`src/rtl/cfg_ff_bank.sv`:
```
// -----------------------------------------------------------------------------
// cfg_ff_bank
// A bank of WIDTH flip-flops whose element type (D, T, JK, SR) is selected
// every enabled cycle by 'mode'. The bank also keeps a saturating count of
// cycles in which its state changed, and a sticky flag for illegal S=R=1 in
// SR mode.
//
// Ports
//   clk      in   1      rising-edge clock for all state
//   rst_n    in   1      asynchronous active-low reset
//   en       in   1      update enable; 0 holds q, chg_cnt and sr_err
//   mode     in   2      00 D, 01 T, 10 JK, 11 SR (applies to all bits)
//   a        in   WIDTH  D / T / J / S per bit
//   b        in   WIDTH  K (JK) or R (SR) per bit, ignored in D and T
//   clr_cnt  in   1      synchronous clear of chg_cnt and sr_err
//   q        out  WIDTH  registered bank state
//   q_bar    out  WIDTH  bitwise inverse of q
//   chg_cnt  out  CNT_W  saturating count of cycles in which q changed
//   sr_err   out  1      sticky illegal-SR flag
// -----------------------------------------------------------------------------
module cfg_ff_bank #(
    parameter int               WIDTH   = 8,
    parameter int               CNT_W   = 16,
    parameter logic [WIDTH-1:0] RST_VAL = {WIDTH{1'b0}}
) (
    input  logic             clk,
    input  logic             rst_n,
    input  logic             en,
    input  logic [1:0]       mode,
    input  logic [WIDTH-1:0] a,
    input  logic [WIDTH-1:0] b,
    input  logic             clr_cnt,
    output logic [WIDTH-1:0] q,
    output logic [WIDTH-1:0] q_bar,
    output logic [CNT_W-1:0] chg_cnt,
    output logic             sr_err
);

    localparam logic [CNT_W-1:0] CNT_ONE = {{(CNT_W-1){1'b0}}, 1'b1};

    // Characteristic equations of the four element types, applied bitwise.
    // In SR mode an S=R=1 bit keeps its old value (the error is flagged
    // separately).
    function automatic logic [WIDTH-1:0] next_state(
        input logic [1:0]       md,
        input logic [WIDTH-1:0] cur,
        input logic [WIDTH-1:0] da,
        input logic [WIDTH-1:0] db
    );
        logic [WIDTH-1:0] nxt;
        case (md)
            2'b00:   nxt = da;
            2'b01:   nxt = cur ^ da;
            2'b10:   nxt = (da & ~cur) | (~db & cur);
            2'b11:   nxt = (da & ~db) | (cur & ~(db & ~da));
            default: nxt = cur;
        endcase
        return nxt;
    endfunction

    logic [WIDTH-1:0] q_r;
    logic [CNT_W-1:0] cnt_r;
    logic             err_r;

    logic [WIDTH-1:0] q_next_s;
    logic             changed_s;
    logic             sr_ill_s;
    logic             cnt_sat_s;

    // Next-state decode and change / illegal-SR / saturation detection.
    always_comb begin
        q_next_s  = next_state(mode, q_r, a, b);
        changed_s = (q_next_s != q_r);
        cnt_sat_s = &cnt_r;
        if (mode == 2'b11) begin
            sr_ill_s = |(a & b);
        end else begin
            sr_ill_s = 1'b0;
        end
    end

    // Bank state register: loads the decoded next state on enabled edges.
    always_ff @(posedge clk or negedge rst_n) begin
        if (!rst_n) begin
            q_r <= RST_VAL;
        end else if (en) begin
            q_r <= q_next_s;
        end else begin
            q_r <= q_r;
        end
    end

    // Change counter and sticky error; clr_cnt overrides same-cycle events.
    always_ff @(posedge clk or negedge rst_n) begin
        if (!rst_n) begin
            cnt_r <= {CNT_W{1'b0}};
            err_r <= 1'b0;
        end else if (clr_cnt) begin
            cnt_r <= {CNT_W{1'b0}};
            err_r <= 1'b0;
        end else if (en) begin
            if (changed_s && !cnt_sat_s) begin
                cnt_r <= cnt_r + CNT_ONE;
            end else begin
                cnt_r <= cnt_r;
            end
            err_r <= err_r | sr_ill_s;
        end else begin
            cnt_r <= cnt_r;
            err_r <= err_r;
        end
    end

    assign q       = q_r;
    assign q_bar   = ~q_r;
    assign chg_cnt = cnt_r;
    assign sr_err  = err_r;

endmodule
```
`config.mk`:
```
export PLATFORM = sky130hd
export DESIGN_NAME = cfg_ff_bank
export DESIGN_NICKNAME = d
export VERILOG_FILES = /design/src/rtl/cfg_ff_bank.sv
export SDC_FILE = /design/constraint.sdc
export NUM_CORES = 1
export LEC_CHECK = 0
export CAP_MARGIN = 20
export CORE_AREA = 2 2 74 76
export CTS_CLUSTER_SIZE = 40
export DETAILED_ROUTE_END_ITERATION = 8
export DIE_AREA = 0 0 76 78
export PLACE_DENSITY = 0.7
export SLEW_MARGIN = 15
export SYNTH_ARGS = -nofsm -noshare
export SYNTH_HDL_FRONTEND = slang
export SYNTH_SLANG_ARGS = --single-unit
```
`constraint.sdc`:
```
create_clock -name clk -period 2.5 [get_ports clk]
set_input_delay 0.625 -clock clk [delete_from_list [all_inputs] [get_ports clk]]
set_output_delay 0.625 -clock clk [all_outputs]
set_load 0.005 [all_outputs]
```
---- Yosys cells after proc, flatten, opt, wreduce, memory -nomap -nowiden ----
Cells that the tools add are included.
storage, ports and cells
  logic and storage cells ................. 37
  register bits ........................... 25
  input bits .............................. 22
cells by class
  $add $sub $neg .......................... 1
  reductions and logical operators ........ 8
  bitwise logic cells ..................... 14
  eq/ne operators ......................... 4
  multiplexer cells ....................... 7
operators with widths
  cell                   count
  $and 8x8->8            6
  $mux 16                3
  $not 8->8              4
  $pmux 8 s4             1
  $add 16x1->16 const B  1
  $or 8x8->8             2
  $reduce_and 16->1      1
  $ne 8x8->1             1
  $reduce_or 8->1        1
  $xor 8x8->8            1
  $eq 2x2->1 const B     2
  $reduce_bool 2->1      2
  $mux 1                 3
  $eq 2x1->1 const B     1
  $logic_not 2->1        1
  $reduce_and 2->1       1
  $logic_and 1x1->1      1
  $logic_not 1->1        1
  $or 1x1->1             1

---- Longest topological paths before layout ----
  word-level depth ........................ 11
  depth in mapped cells ................... 9
  mapped depth without buffers ............ 7

---- Worst setup path after synthesis ----
Ideal clock, no wire load.
  path kind ............................... input to register
  start point ............................. in mode[0]
  end point ............................... reg cnt_r[11] (netlist: chg_cnt[11])
  cell stages on the path ................. 8
  buffers on the path ..................... 1
  setup slack ............................. 0.079 ns
  arrival time ............................ 2.296 ns
  cells stage by stage .................... buf_4 xnor2_1 mux2_4 a2111oi_4 nand4_4 o21ai_4 nor2_1 mux2_4
between the ends
  word-level cells in the longest chain between the ends .. 6
  elaborated cells between the ends (all ways) .. 9
  classes of those cells .................. eq/ne: 4; mux: 1; reduce/logical: 4
RTL lines
  what                                line  source
  start: declaration                  29    input logic [1:0] mode,
  $eq 2x2->1 (tied with other cells)  51    case (md)
  $pmux 8 s4 *                        51
  $ne 8x8->1 *                        73    changed_s = (q_next_s != q_r);
  $logic_and 1x1->1 *                 102   if (changed_s && !cnt_sat_s) begin
  $reduce_bool 2->1 (no line) *       -
  $reduce_and 2->1 (no line) *        -
  end signal: assignment              103   cnt_r <= cnt_r + CNT_ONE;
  end signal: assignment              105   cnt_r <= cnt_r;
  end signal: assignment              109   cnt_r <= cnt_r;
  end: declaration                    62    logic [CNT_W-1:0] cnt_r;
Mark *: on every way between the ends. The rest lies on a longest branch, timed or not.
A chain may end at the register's enable or synchronous reset.

---- Worst setup path in the final report ----
  start point ............................. in b[7]
  end point ............................... reg cnt_r[11] (netlist: chg_cnt[11])
between the ends
  word-level cells in the longest chain between the ends .. 9
  elaborated cells between the ends (all ways) .. 13
  classes of those cells .................. eq/ne: 1; mux: 1; bitwise: 8; reduce/logical: 3
RTL lines
  what                           line  source
  start: declaration             31    input logic [WIDTH-1:0] b,
  $and 8x8->8                    55    2'b11: nxt = (da & ~db) | (cur & ~(db & ~da));
  $not 8->8                      55
  $and 8x8->8                    55
  $or 8x8->8                     55
  $pmux 8 s4 *                   51
  $ne 8x8->1 *                   73
  $logic_and 1x1->1 *            102
  $reduce_bool 2->1 (no line) *  -
  $reduce_and 2->1 (no line) *   -
Marked as above.

==> impl_results.md <==
* Data required, critical path at roughly 2.7 ns
* Vias in the first global route at approximately 2000
* Via/cell ratio at 5.49
* Post-Syn Instances at 251
* Max-cap violations at 0
* Slowest cell delay on critical path at 0.48 ns
* Fin area at 0.00304 sq mm
* Post-synth cell types at 51
* Global placement routability congestion at 0.834
* GRT overflow at 0
* Synthesis-stage register bit count at 25
* Synth Flop Type: dfrtp_1
* Power after layout at ~1.2 mW
* Core ar. at 0.00504 sq mm
* Commonest cells after routing, fill and taps aside: 47 x buf_4, 46 x clkdlybuf4s50_1, 25 x dfrtp_1
* Warnings from Yosys at 0
* Min Tclk post-route at approximately 2.4 ns
* Post-layout util at between 60% and 70%
* TritonCTS buffer count at 3
* GRT Overall Usage at around a fifth
* Post-synthesis async set-or-reset flop share at 100%
* Unrepaired setup endpoints after global routing: no
* Area growth from synthesis to layout at 54.1%
* DRC violations left at 0
* Slowest stage cell, crit path: clkdlybuf4s50_1
* Worst hold margin at 0.566 ns
* IO Count at 55
* WL final at 6.00 mm
* Hold Path Class: reg -> reg
* Leading cell type in the layout, fill and taps excluded: buf_4
* Kind of cell adding the most delay to the critical path: compound AO/OA/AOI/OAI gates
* Worst Tran Pin Value at 0.348 ns
* Status: completed
* Final Cycle Share at a little under 100%
* Iteration count of the initial detailed-routing pass at 4
* WS Path Type: in -> reg
* Cell Pwr Density at 398 mW/mm^2
* Worst Hold Depth at 2
* Slew Viols, Final at 0
* Startpoint Class: input pin
* Routed len/inst at 14.5 um
* Vias at 2272
* Maximum VDD drop at 242 uV
* Seq/Total Area, Yosys at 31.7%
* CP Buf/Inv Count at 1
* Die area at 0.00593 sq mm
* ANT nets after route at 0
* CTS root buf: clkbuf_8
* Initial Util at 39.1%
* Avg Inst Size Synth at 7.86 sq um
* Final nets at ~370
* Later-pin clock latency in the skew report at 0.28 ns
* Max-Slew Margin vs Limit at 76.8%
* Htree depth at 1
* EDFF count, synth at 0
* Antenna Diode Count at 0
* Die height at approximately 78 um
* Critical path endpoint category: register
* Hold Vio Cnt, Final at 0
* Row cnt at 26
* Antenna violations before repair at 0
* CTS tree: done
* Crit path max fanout at 6
* Detailed Place HPWL at 4.34 mm
* Pleak at 1.29 nW
* Final Skew at 0.00534 ns
* Placed Area at 0.00288 sq mm
* FF-to-FF path depth at 8
* Mapped cell area at 0.00197 sq mm
* DP Cell Count at 404
* Worst path cell trace: clkdlybuf4s50_1 > nand3_1 > a32o_2 > a211oi_2 > nand4_4 > o21ai_4 > nor2_2 > mux2_4
* Layout Cells excl Fill at 414
* Buffers on Ports at 54
* Final setup fails at 0
* Post-synthesis net count at 274
* Fmax at 412 MHz
* First-pass GRT wire length at between 9 and 10 mm
* Critical Path AT at 2.60 ns
* Largest net degree at the start of global routing at 26
* Share of layout cells above drive strength 1 at 22.4%
* Max Root-Sink Buffers at 2
* Chip width at 76 um
* Clock-pin slew on the worst setup and hold paths at about 0.11 ns
* CP Depth at 8
* Initial DRC count at 107
* CTS sink count at 25
==> cell usage after synthesis (all sizes together) (4+ instances only) <==
cell type   n  area [sq um]
or4         4          30.0
nand3      23           115
a22oi       6          45.0
xnor2       4          35.0
nor2b       6          37.5
buf         6          37.5
xor2        4          35.0
or3         6          37.5
and3        5          31.3
a21oi      24           120
o21ai      25           140
nand2      20          75.1
nand4       8          65.1
a31oi      10          77.6
nor2       18          67.6
clkbuf     12          45.0
dfrtp      25           626
inv        13          48.8
o211ai      4          35.0
==> kinds of logic (layout without fill, tap and decap cells) <==
logic type	count (synthesis)	count (layout)	synth area share [%]
AOI/OAI and AO/OA	85	85	29.1
buffers and inverters	31	124	6.66
DFF	25	25	31.7
xor gates and xnor gates	8	8	3.55
adders and majority gates	1	1	0.634
muxes	3	3	2.03
and+or+nand+nor	98	98	26.3
==> cell type report <==
type / count / area (sq um)
fillers: 460 / 2000
inverters: 13 / 48.8
repair buffers: 107 / 976
well taps: 70 / 87.6
clock buffers: 3 / 41.3
flip-flops and latches: 25 / 626
multi-input cells: 195 / 1250
clock inverters: 1 / 7.51
==> through the flow <==
step                      setup slack (ns)  TNS [ns]
after floorplan                     0.0786         0
after global placement              -0.400     -5.84
after detailed placement            -0.451     -6.39
after CTS                           0.0208         0
after global routing               0.00409         0
final                               0.0736         0
==> flip-flops by register name, summed over array words and instances (netlist names) <==
signal   cells
chg_cnt     16
q            8
sr_err       1
==> power by group <==
part / leakage, nW / switching (mW) / internal [mW]
clock: 0.0217 / 0.155 / 0.113
sequential: 0.331 / 0.0432 / 0.430
combinational: 0.935 / 0.211 / 0.257
total: 1.29 / 0.409 / 0.801
==> worst reg2reg max path, delay by kind of cell, from the launching register on <==
family	cells	cell delay, ns
AND/OR/NAND/NOR	4	1.06
AO/OA/AOI/OAI	3	0.45
flip-flops	1	0.45
buffers and inverters	1	0.14
==> metal layers <==
| metal | vias to the layer above | share of wire (%) | track usage (%) |
|---|---|---|---|
| met1 | 1075 | 45 | 27.3 |
| met3 | 6 | 5.2 | 1.98 |
| met4 | 0 | 1.4 | 4.91 |
| met5 | - | 0 | 0 |
| li1 | 1110 | - | - |
| met2 | 81 | 48 | 33.9 |
==> worst paths after layout <==
| path | start | endpoint | slack [ns] |
|---|---|---|---|
| setup reg to reg | chg_cnt[7]$_DFFE_PN0P_ | chg_cnt[13]$_DFFE_PN0P_ | 0.33 |
| setup / recovery | b[7] | chg_cnt[11]$_DFFE_PN0P_ | 0.07 |
| max in group asynchronous | rst_n | q[3]$_DFFE_PN0P_ | 1.52 |
| hold reg to reg | sr_err$_DFFE_PN0P_ | sr_err$_DFFE_PN0P_ | 0.57 |
| min in group asynchronous | rst_n | sr_err$_DFFE_PN0P_ | 0.71 |
| hold / removal | sr_err$_DFFE_PN0P_ | sr_err$_DFFE_PN0P_ | 0.57 |
==> repair_timing <==
action | in CTS | in global routing
setup endpoints to repair | 16 | 16
buffers inserted | 4 | 2
gates resized for setup | 10 | 13
hold buffers | 0 | 0
pin swaps | 5 | 5
Note: power is estimated with default switching activity, not from simulation.
